**src/rtl/gpio_input_filter_pkg.sv**
```systemverilog
// Shared constants, register map and types for the GPIO input filter.
// Imported by the bus interface, the per-bit debouncer and the top level.
package gpio_filt_pkg;

   localparam int NUM_BITS    = 72;
   localparam int REG_WIDTH   = 24;
   localparam int CNT_WIDTH   = 8;
   localparam int PRESC_WIDTH = 16;
   localparam int BUS_WIDTH   = 32;
   localparam int ADDR_WIDTH  = 4;

   function automatic int calc_num_words(input int nbits, input int width);
      return (nbits + width - 1) / width;
   endfunction

   localparam int NUM_WORDS = calc_num_words(NUM_BITS, REG_WIDTH);
   localparam int PAD_BITS  = NUM_WORDS * REG_WIDTH;

   typedef logic [ADDR_WIDTH-1:0]  addr_t;
   typedef logic [CNT_WIDTH-1:0]   cnt_t;
   typedef logic [PRESC_WIDTH-1:0] presc_t;

   localparam addr_t FILT_W0    = 4'd0;
   localparam addr_t EVENT_W0   = 4'd3;
   localparam addr_t RISE_W0    = 4'd6;
   localparam addr_t FALL_W0    = 4'd9;
   localparam addr_t PERIOD_IDX = 4'd12;
   localparam addr_t PRESC_IDX  = 4'd13;
   localparam addr_t CTRL_IDX   = 4'd14;

endpackage

```
**src/rtl/gpio_input_filter_if.sv**
```systemverilog
// Local register bus of the GPIO input filter: single-cycle read/write strobes,
// registered read data with a one-cycle valid pulse.
interface gpio_input_filter_if;
   import gpio_filt_pkg::*;

   addr_t                reg_addr;
   logic                 reg_wr;
   logic [BUS_WIDTH-1:0] reg_wdata;
   logic                 reg_rd;
   logic [BUS_WIDTH-1:0] reg_rdata;
   logic                 rd_valid;

   modport master (
      output reg_addr, reg_wr, reg_wdata, reg_rd,
      input  reg_rdata, rd_valid
   );

   modport slave (
      input  reg_addr, reg_wr, reg_wdata, reg_rd,
      output reg_rdata, rd_valid
   );

endinterface

```
**src/rtl/gpio_input_filter_debounce_bit.sv**
```systemverilog
// One GPIO bit: two-flop synchroniser, tick-driven debounce counter, filtered
// state and its one-cycle delayed copy for edge detection.
module gpio_debounce_bit
   import gpio_filt_pkg::*;
(
   input  logic reg_clk,
   input  logic reset_in,
   input  logic i_gpio,
   input  logic i_tick,
   input  cnt_t i_period,
   output logic o_filt,
   output logic o_filt_d
);

   logic r_sync1;
   logic r_sync2;
   logic r_filt;
   logic r_filt_d;
   cnt_t r_cnt;
   cnt_t w_cnt_inc;

   assign w_cnt_inc = r_cnt + cnt_t'(1);

   // Synchronise, then accept the new level once it has differed for PERIOD ticks
   always_ff @(posedge reg_clk or posedge reset_in) begin
      if (reset_in) begin
         r_sync1  <= 1'b0;
         r_sync2  <= 1'b0;
         r_filt   <= 1'b0;
         r_filt_d <= 1'b0;
         r_cnt    <= '0;
      end else begin
         r_sync1  <= i_gpio;
         r_sync2  <= r_sync1;
         r_filt_d <= r_filt;
         if (i_period == '0) begin
            r_filt <= r_sync2;
            r_cnt  <= '0;
         end else if (r_sync2 == r_filt) begin
            r_cnt <= '0;
         end else if (i_tick) begin
            // Equality is tested before the increment can wrap, so a count left
            // above a newly lowered PERIOD resolves after wrapping round.
            if (w_cnt_inc == i_period) begin
               r_filt <= r_sync2;
               r_cnt  <= '0;
            end else begin
               r_cnt <= w_cnt_inc;
            end
         end
      end
   end

   assign o_filt   = r_filt;
   assign o_filt_d = r_filt_d;

endmodule

```
**src/rtl/gpio_input_filter.sv**
```systemverilog
// GPIO input conditioning: per-bit debounce, rise/fall event latch with W1C,
// shared tick prescaler, 24-bit-per-word register file and level interrupt.
module gpio_input_filter
   import gpio_filt_pkg::*;
(
   input  logic                reg_clk,
   input  logic                reset_in,
   input  logic [NUM_BITS-1:0] i_gpio_in,
   gpio_input_filter_if.slave  reg_bus,
   output logic [NUM_BITS-1:0] o_filt_out,
   output logic                o_irq
);

   logic [NUM_BITS-1:0]  w_filt;
   logic [NUM_BITS-1:0]  w_filt_d;
   logic [NUM_BITS-1:0]  w_set;
   logic [NUM_BITS-1:0]  w_wr_bits;
   logic [NUM_BITS-1:0]  w_ev_mask;
   logic [NUM_BITS-1:0]  w_rise_mask;
   logic [NUM_BITS-1:0]  w_fall_mask;
   logic [NUM_BITS-1:0]  r_event;
   logic [NUM_BITS-1:0]  r_rise_en;
   logic [NUM_BITS-1:0]  r_fall_en;
   logic [PAD_BITS-1:0]  w_filt_pad;
   logic [PAD_BITS-1:0]  w_event_pad;
   logic [PAD_BITS-1:0]  w_rise_pad;
   logic [PAD_BITS-1:0]  w_fall_pad;
   logic [15:0]          w_wr_sel;
   logic [BUS_WIDTH-1:0] w_rd_data;
   logic [BUS_WIDTH-1:0] r_rdata;
   logic                 r_rd_valid;
   cnt_t                 r_period;
   presc_t               r_presc;
   presc_t               r_presc_cnt;
   logic                 r_irq_en;
   logic                 r_irq;
   logic                 w_tick;
   logic                 w_unused_wdata;

   function automatic logic [REG_WIDTH-1:0] pick_word(input logic [PAD_BITS-1:0] vec,
                                                       input addr_t idx);
      return vec[int'(idx) * REG_WIDTH +: REG_WIDTH];
   endfunction

   assign w_tick         = (r_presc_cnt == '0);
   assign w_wr_sel       = reg_bus.reg_wr ? (16'd1 << reg_bus.reg_addr) : 16'd0;
   assign w_unused_wdata = ^reg_bus.reg_wdata[BUS_WIDTH-1:REG_WIDTH];

   for (genvar gi = 0; gi < NUM_BITS; gi++) begin : g_bit
      gpio_debounce_bit u_bit (
         .reg_clk  (reg_clk),
         .reset_in (reset_in),
         .i_gpio   (i_gpio_in[gi]),
         .i_tick   (w_tick),
         .i_period (r_period),
         .o_filt   (w_filt[gi]),
         .o_filt_d (w_filt_d[gi])
      );
      assign w_wr_bits[gi]   = reg_bus.reg_wdata[gi % REG_WIDTH];
      assign w_ev_mask[gi]   = w_wr_sel[int'(EVENT_W0) + gi / REG_WIDTH];
      assign w_rise_mask[gi] = w_wr_sel[int'(RISE_W0) + gi / REG_WIDTH];
      assign w_fall_mask[gi] = w_wr_sel[int'(FALL_W0) + gi / REG_WIDTH];
   end

   assign w_set = (w_filt & ~w_filt_d & r_rise_en) | (~w_filt & w_filt_d & r_fall_en);

   // Prescaler: down-counter reloaded from PRESC, restarted by a PRESC write
   always_ff @(posedge reg_clk or posedge reset_in) begin
      if (reset_in) begin
         r_presc_cnt <= '0;
      end else if (w_wr_sel[PRESC_IDX]) begin
         r_presc_cnt <= reg_bus.reg_wdata[PRESC_WIDTH-1:0];
      end else if (w_tick) begin
         r_presc_cnt <= r_presc;
      end else begin
         r_presc_cnt <= r_presc_cnt - presc_t'(1);
      end
   end

   // Register file, event latch (a new edge beats a same-cycle clear) and irq
   always_ff @(posedge reg_clk or posedge reset_in) begin
      if (reset_in) begin
         r_event   <= '0;
         r_rise_en <= '0;
         r_fall_en <= '0;
         r_period  <= '0;
         r_presc   <= '0;
         r_irq_en  <= 1'b0;
         r_irq     <= 1'b0;
      end else begin
         r_event   <= (r_event & ~(w_ev_mask & w_wr_bits)) | w_set;
         r_rise_en <= (r_rise_en & ~w_rise_mask) | (w_wr_bits & w_rise_mask);
         r_fall_en <= (r_fall_en & ~w_fall_mask) | (w_wr_bits & w_fall_mask);
         if (w_wr_sel[PERIOD_IDX]) r_period <= reg_bus.reg_wdata[CNT_WIDTH-1:0];
         if (w_wr_sel[PRESC_IDX])  r_presc  <= reg_bus.reg_wdata[PRESC_WIDTH-1:0];
         if (w_wr_sel[CTRL_IDX])   r_irq_en <= reg_bus.reg_wdata[0];
         r_irq <= r_irq_en & (|r_event);
      end
   end

   // Zero-extend the bit vectors to whole register words
   always_comb begin
      w_filt_pad                 = '0;
      w_event_pad                = '0;
      w_rise_pad                 = '0;
      w_fall_pad                 = '0;
      w_filt_pad[NUM_BITS-1:0]   = w_filt;
      w_event_pad[NUM_BITS-1:0]  = r_event;
      w_rise_pad[NUM_BITS-1:0]   = r_rise_en;
      w_fall_pad[NUM_BITS-1:0]   = r_fall_en;
   end

   // Read mux; index 15 falls through to zero
   always_comb begin
      w_rd_data = '0;
      case (reg_bus.reg_addr)
         FILT_W0, FILT_W0 + 4'd1, FILT_W0 + 4'd2:
            w_rd_data[REG_WIDTH-1:0] = pick_word(w_filt_pad, reg_bus.reg_addr - FILT_W0);
         EVENT_W0, EVENT_W0 + 4'd1, EVENT_W0 + 4'd2:
            w_rd_data[REG_WIDTH-1:0] = pick_word(w_event_pad, reg_bus.reg_addr - EVENT_W0);
         RISE_W0, RISE_W0 + 4'd1, RISE_W0 + 4'd2:
            w_rd_data[REG_WIDTH-1:0] = pick_word(w_rise_pad, reg_bus.reg_addr - RISE_W0);
         FALL_W0, FALL_W0 + 4'd1, FALL_W0 + 4'd2:
            w_rd_data[REG_WIDTH-1:0] = pick_word(w_fall_pad, reg_bus.reg_addr - FALL_W0);
         PERIOD_IDX: w_rd_data[CNT_WIDTH-1:0]   = r_period;
         PRESC_IDX:  w_rd_data[PRESC_WIDTH-1:0] = r_presc;
         CTRL_IDX:   w_rd_data[0]               = r_irq_en;
         default:    w_rd_data                  = '0;
      endcase
   end

   // Registered read port: data holds until the next read strobe
   always_ff @(posedge reg_clk or posedge reset_in) begin
      if (reset_in) begin
         r_rdata    <= '0;
         r_rd_valid <= 1'b0;
      end else begin
         r_rd_valid <= reg_bus.reg_rd;
         if (reg_bus.reg_rd) r_rdata <= w_rd_data;
      end
   end

   assign reg_bus.reg_rdata = r_rdata;
   assign reg_bus.rd_valid  = r_rd_valid;
   assign o_filt_out        = w_filt;
   assign o_irq             = r_irq;

endmodule

```
**src/flat_wrapper.sv**
```systemverilog
// flat-port wrapper written by rule: the top's interface ports become plain ports
module gpio_input_filter_flat import gpio_filt_pkg::*;
  (reg_clk, reset_in, i_gpio_in, o_filt_out, o_irq, reg_bus_reg_addr, reg_bus_reg_wr, reg_bus_reg_wdata, reg_bus_reg_rd, reg_bus_reg_rdata, reg_bus_rd_valid);
  gpio_input_filter_if reg_bus_i ();
  input  logic reg_clk;
  input  logic reset_in;
  input  logic [NUM_BITS-1:0] i_gpio_in;
  output logic [NUM_BITS-1:0] o_filt_out;
  output logic o_irq;
  input wire logic [$bits(reg_bus_i.reg_addr)-1:0] reg_bus_reg_addr;
  input wire logic [$bits(reg_bus_i.reg_wr)-1:0] reg_bus_reg_wr;
  input wire logic [$bits(reg_bus_i.reg_wdata)-1:0] reg_bus_reg_wdata;
  input wire logic [$bits(reg_bus_i.reg_rd)-1:0] reg_bus_reg_rd;
  output wire logic [$bits(reg_bus_i.reg_rdata)-1:0] reg_bus_reg_rdata;
  output wire logic [$bits(reg_bus_i.rd_valid)-1:0] reg_bus_rd_valid;
  assign reg_bus_i.reg_addr = reg_bus_reg_addr;
  assign reg_bus_i.reg_wr = reg_bus_reg_wr;
  assign reg_bus_i.reg_wdata = reg_bus_reg_wdata;
  assign reg_bus_i.reg_rd = reg_bus_reg_rd;
  assign reg_bus_reg_rdata = reg_bus_i.reg_rdata;
  assign reg_bus_rd_valid = reg_bus_i.rd_valid;
  gpio_input_filter u_core (.reg_clk(reg_clk), .reset_in(reset_in), .i_gpio_in(i_gpio_in), .reg_bus(reg_bus_i), .o_filt_out(o_filt_out), .o_irq(o_irq));
endmodule
```
**config.mk**
```make
export PLATFORM = sky130hd
export DESIGN_NAME = gpio_input_filter_flat
export DESIGN_NICKNAME = d
export VERILOG_FILES = /design/src/rtl/gpio_input_filter_pkg.sv /design/src/rtl/gpio_input_filter_if.sv /design/src/rtl/gpio_input_filter_debounce_bit.sv /design/src/rtl/gpio_input_filter.sv /design/src/flat_wrapper.sv
export SDC_FILE = /design/constraint.sdc
export NUM_CORES = 2
export LEC_CHECK = 0
export BUFFER_PORTS_ARGS = -buffer_cell sky130_fd_sc_hd__clkbuf_2
export CAP_MARGIN = 20
export CORE_ASPECT_RATIO = 1.5
export CORE_MARGIN = 2
export CORE_UTILIZATION = 65
export DETAILED_ROUTE_END_ITERATION = 10
export GPL_ROUTABILITY_DRIVEN = 1
export PLACE_DENSITY = 0.83
export SLEW_MARGIN = 30
export SYNTH_ARGS = -nofsm -noshare
export SYNTH_HDL_FRONTEND = slang
export SYNTH_SLANG_ARGS = --single-unit
```
**constraint.sdc**
```tcl
create_clock -name reg_clk -period 96.2 [get_ports reg_clk]
set_clock_uncertainty 0.1 [all_clocks]
set_input_delay 19.24 -clock reg_clk [delete_from_list [all_inputs] [get_ports reg_clk]]
set_output_delay 19.24 -clock reg_clk [all_outputs]
set_load 0.02 [all_outputs]
```
# --- Word-level counts from Yosys, hierarchy flattened ---
# Cells that the tools add are included.
classes:
  add_sub_neg: 76
  multipliers: 4
  eq_ne: 230
  shift: 5
  n_mux: 583
  n_bitwise: 20
  n_reduce_logical: 225
op_table:
  columns: ["operator", "n"]
  rows:
  - ["8-bit two-way mux", 288]
  - ["72-bit bitwise AND", 10]
  - ["8-bit by 1-bit adder with 8-bit output, second input constant", 72]
  - ["8-bit == test", 72]
  - ["72-bit inverter", 5]
  - ["1-bit two-way mux", 288]
  - ["72-bit bitwise OR", 4]
  - ["72-bit by 32-bit variable part select with 24-bit output", 4]
  - ["3-bit AND reduction", 72]
  - ["3-bit nonzero test", 72]
  - ["2-bit nonzero test", 73]
  - ["2-bit by 1-bit != test with 1-bit output, second input constant", 71]
  - ["1-bit == test", 72]
  - ["72-bit OR reduction", 1]
  - ["7-bit one-hot mux with 6 select lines", 1]
  - ["8-bit one-hot mux with 5 select lines", 1]
  - ["16-bit two-way mux", 2]
  - ["8-bit one-hot mux with 4 select lines", 1]
  - ["4-bit == test, second input constant", 7]
  - ["4-bit by 2-bit multiplier with 6-bit output, second input constant", 4]
  - ["4-bit by 3-bit == test with 1-bit output, second input constant", 4]
  - ["16-bit zero test", 1]
  - ["16-bit by 1-bit subtractor with 16-bit output, second input constant", 1]
  - ["15-bit two-way mux", 1]
  - ["12 further kinds", 16]
word_totals:
  reg_bits: 1147
  input_bits: 112
  wordCells: 1513

# --- Longest topological paths before layout ---
logic_depth:
  ltp_word: 6
  mapped_depth: 14

# --- Cells and area by module ---
# A second synthesis with hierarchy kept.
unflattened:
  hier_cells: 8961
  area_unflattened_um2: 83169.8
modules_own_cells:
  columns: ["module", "n_inst", "cells_per_inst", "area_each_um2"]
  rows:
  - ["gpio_debounce_bit at u_core.g_bit[0].u_bit ...", 64, 107, 964.7]
  - ["gpio_input_filter", 1, 1451, 15089.5]
  - ["gpio_debounce_bit at u_core.g_bit[70].u_bit ...", 4, 83, 772.0]
  - ["gpio_debounce_bit at u_core.g_bit[68].u_bit ...", 3, 84, 820.8]
  - ["gpio_debounce_bit at u_core.g_bit[71].u_bit", 1, 78, 790.8]

# --- Least setup slack after synthesis ---
# OpenSTA, ideal clock, no wires.
synth_timing:
  path_kind: "input to register"
  startpoint: "in reg_bus_reg_addr[1]"
  endpoint: "reg u_core.r_rdata[16], in the netlist u_core.reg_bus.reg_rdata[16]"
  setup_time_ns: 0.137
  t_arrival_ns: 22.081
  required_time_ns: 95.963
  setup_slack_ns: 73.882
  stages: 12
  cell_sequence: "clkbuf_1 > buf_1 > buf_2 > inv_1 > ha_1 > clkbuf_1 > buf_2 > buf_1 > mux2i_1 > o21ai_0 > a221oi_1 > a21oi_1"
synth_between:
  elab_chain_len: 4
synth_rtl:
  columns: ["element", "line_no", "text"]
  rows:
  - ["from (decl)", "flat_wrapper.sv:10", "input wire logic [$bits(reg_bus_i.reg_addr)-1:0] reg_bus_reg_addr;"]
  - ["4-bit subtractor (tied with other cells)", "gpio_input_filter.sv:124", "w_rd_data[REG_WIDTH-1:0] = pick_word(w_fall_pad, reg_bus.reg_addr - FALL_W0);"]
  - ["4-bit by 2-bit multiplier with 6-bit output", "gpio_input_filter.sv:42", "return vec[int'(idx) * REG_WIDTH +: REG_WIDTH];"]
  - ["72-bit by 32-bit variable part select with 24-bit output", "gpio_input_filter.sv:42", null]
  - ["8-bit one-hot mux with 4 select lines (*)", "gpio_input_filter.sv:116", "case (reg_bus.reg_addr)"]
  - ["to (signal assigned)", "gpio_input_filter.sv:139", "if (reg_bus.reg_rd) r_rdata <= w_rd_data;"]
  - ["to (decl)", "gpio_input_filter.sv:30", "logic [BUS_WIDTH-1:0] r_rdata;"]
# Every way passes the cells marked *; elsewhere a longest branch is shown, timed or not.
# A chain may end at the register's enable or synchronous reset.

# --- Worst setup path after layout ---
layout_timing:
  startpoint: "in reg_bus_reg_addr[0]"
  endpoint: "reg u_core.r_rdata[16], in the netlist u_core.reg_bus.reg_rdata[16]"
# Same word-level chain as after synthesis.

==> flow_summary.toml <==
[timing]
layout_min_cycle_time_ns = 23.33
fin_crit_sh_pct = 24.25
fmax_ghz = 0.04287
fin_hold_ws_ns = 0.2476
setup_viol = 0
hold_violations = 0
rsz0062_at_grt = "no"
slew_violations = 0
max_slew_margin_pct = 26.44
worst_pin_slew_ns = 1.100
finalSetupTns_ns = 0

[routing]
ant_nets = 0
wl_per_cell_um = 22.96
drt_iter0_drc = 6584
num_vias = 59430
viasPerCell = 6.710
drc = 0
finalWirelength_mm = 203.4
detail_route.first_pass.iterations = 6

[critical_path]
cp-start-kind = "primary input"
crit_slowest_cell = "inv_1"
cp_top_family = "buffers and inverters"
max_stage_delay_ns = 0.69
critPathArrivalTime_ns = 23.83
path_max_fanout = 58
cp.buffers_inverters = 5
critical-path-top-cell-by-count = "buf_4"
end_kind = "flop"
worstSetupPathType = "primary input to flop"
worstPathRequired_ns = 96.71
crit_chain = "clkbuf_2, buf_4, inv_1, buf_4, ha_4, buf_4, mux2i_1, nor2_1, a21oi_1, o22ai_1, a221oi_1, a21oi_1"
r2r_slack_ns = 91.61

[synthesis]
ys_seq_area_share_pct = 41.36
yosys-top-cells-area = "dfrtp_1, xnor2_1, nand2_1"
synth_flop_cell = "dfrtp_1"
synth_area_um2 = 69390
yosys.cell_types.count = 108
yosys.area.top_type = "dfrtp_1"
synth-seq-cells = 1147
synth_edf_count = 0
synth_commonest_cells = "dfrtp_1, nand2_1, xnor2_1"
synth_area_per_cell_um2 = 9.352
synth_top_area_share_pct = 41.36
yosysWarningCount = 0
yosysMostFrequentCell = "dfrtp_1"
synthCells = 7420
async_flop_share_pct = 100.0

[global_route]
first_global_vias = 58120
grt_max_degree = 163
grt_overflow = 0
grt_antenna_before_repair = 8
grt_usage_pct = 36.54
grt_pass1_wl_mm = 316.1

[cts]
clk_pin_slew_ns = 0.06
cts_max_path_buffers = 3
cts_setup_buffers = 0
post_cts_resized = 0
h-tree-depth = 3
cts_tree = "yes"
postCtsHoldBufs = 0
cts_sinks = 1147
clkLatencyLatePin_ns = 0.75
cts_buffers = 109
root_buffer = "clkbuf_16"

[finish]
multi_input_area_um2 = 37790
register_area_um2 = 28730
final_core_util_pct = 70.49
n_fill_cell = 7550
syn2layout_area_growth_pct = 7.439
drive_above_1_share_pct = 11.11
final_net_count = 7553

[power]
switching_share_pct = 36.79
comb_power_share_pct = 27.0
p_int_uw = 979.9
p_leak_uw = 0.03083
clock_power_share_pct = 30.5
p_sw_uw = 570.3
seqPwrFrac_pct = 42.4
p_per_area_nw_per_um2 = 20.79
vdd_ir_drop_max_v = 0.00001767

[placed_design]
place_congestion = 0.9222
dp_hpwl_mm = 131.4
port_buffers = 201

[floorplan]
initial_core_util_pct = 65.61
fp.dieW_um = 270.8
die_y_um = 404.2
core_area_um2 = 105800
io_pins = 218
rows = 146
die_area_um2 = 109400

[run_status]
status = "finished clean"

[flow_run]
drv_cap = 0

[hold_path]
hold_class = "flop to flop"
==> cell type report <==
class,count,area share (%)
clock inverter,41,0.9163
tap,1406,2.360
sequential,1147,38.54
antenna,6,0.02014
multi-input combinational,5653,50.69
clock buffer,160,4.296
timing repair buffer,281,2.353
inverter,163,0.8307
==> routing by layer <==
| metal | vias to the layer above | global-route usage (%) | routed length, um |
|---|---|---|---|
| li1 | 26270 | - | - |
| met1 | 29050 | 44.15 | 73860 |
| met2 | 3229 | 58.81 | 94100 |
| met3 | 881 | 8.218 | 20610 |
| met4 | 4 | 24.11 | 14770 |
| met5 | - | 0 | 26 |
==> cells by family (layout without fill, tap and decap cells) <==
logic type	Yosys count	after routing	share of synthesized area (%)
AOI/OAI and AO/OA	1484	1484	14.40
xor gates and xnor gates	889	889	12.65
adders and majority gates	87	87	1.565
buffers and inverters	627	645	4.423
DFF	1147	1147	41.36
muxes	367	367	5.696
other	1	14	0.005404
and+or+nand+nor	2818	2818	19.90
==> final timing paths <==
| path | start | to | cells past startpoint |
|---|---|---|---|
| min in group asynchronous | reset_in | u_core.g_bit[27].u_bit.r_cnt[2] | 2 |
| min | u_core.g_bit[1].u_bit.r_sync1 | u_core.g_bit[1].u_bit.r_sync2 | 0 |
| min reg2reg | u_core.g_bit[1].u_bit.r_sync1 | u_core.g_bit[1].u_bit.r_sync2 | 0 |
| max | reg_bus_reg_addr[0] | u_core.reg_bus.reg_rdata[16] | 12 |
| max in group asynchronous | reset_in | u_core.g_bit[35].u_bit.r_cnt[4] | 6 |
| max reg2reg | u_core.r_period[5] | u_core.g_bit[44].u_bit.r_cnt[7] | 8 |
==> power groups by stage <==
stage / Clock, uW / Combinational, uW / Sequential, uW
finish: 473 / 419 / 658
global placement: 0 / 392 / 654
CTS: 476 / 408 / 651
global route: 494 / 448 / 660
detailed placement: 0 / 404 / 659
floorplan: 0 / 323 / 601
==> stage by stage <==
stage | total power [uW] | setup WS [ns] | cell area, um^2 | cells
floorplan | 923.7 | 44.56 | 69420 | 7427
global placement | 1047 | 72.66 | 70490 | 8644
detailed placement | 1063 | 72.62 | 70510 | 8644
CTS | 1535 | 73.36 | 74390 | 8845
global route | 1602 | 72.88 | 74550 | 8854
finish | 1550 | 72.87 | 74560 | 8857
==> placed cells by master, fill, tap and decap left out, types with 24 or more instances in the layout <==
| master | synthesis | layout |
|---|---|---|
| or3_1 | 71 | 71 |
| xor2_1 | 270 | 270 |
| a2111oi_0 | 27 | 27 |
| a221oi_1 | 24 | 24 |
| a31oi_1 | 92 | 92 |
| inv_1 | 162 | 161 |
| or2_2 | 50 | 50 |
| o21ai_0 | 455 | 455 |
| nor3_1 | 137 | 136 |
| o22ai_1 | 24 | 24 |
| o221ai_1 | 54 | 54 |
| clkbuf_2 | 0 | 200 |
| nor4_1 | 70 | 70 |
| nand4_1 | 142 | 142 |
| clkbuf_16 | 0 | 112 |
| mux2_2 | 218 | 218 |
| o211ai_1 | 113 | 113 |
| nand2_1 | 1044 | 1041 |
| o21ai_1 | 35 | 35 |
| a41oi_1 | 24 | 24 |
| nand2b_1 | 53 | 53 |
| a22o_1 | 39 | 39 |
| a21oi_1 | 190 | 189 |
| buf_4 | 126 | 68 |
| ha_1 | 86 | 85 |
| a211o_1 | 45 | 45 |
| nor2_1 | 435 | 433 |
| and2_1 | 68 | 66 |
| xnor3_1 | 70 | 70 |
| dfrtp_1 | 1147 | 1139 |
| nor2b_1 | 80 | 78 |
| nand3b_1 | 116 | 116 |
| a21o_1 | 61 | 61 |
| and3_1 | 63 | 62 |
| and4_1 | 33 | 33 |
| clkbuf_1 | 216 | 26 |
| a211oi_1 | 72 | 70 |
| nand3_1 | 353 | 350 |
| mux2i_1 | 147 | 147 |
| xnor2_1 | 547 | 547 |
No activity file was read; power rests on OpenSTA's default activity.
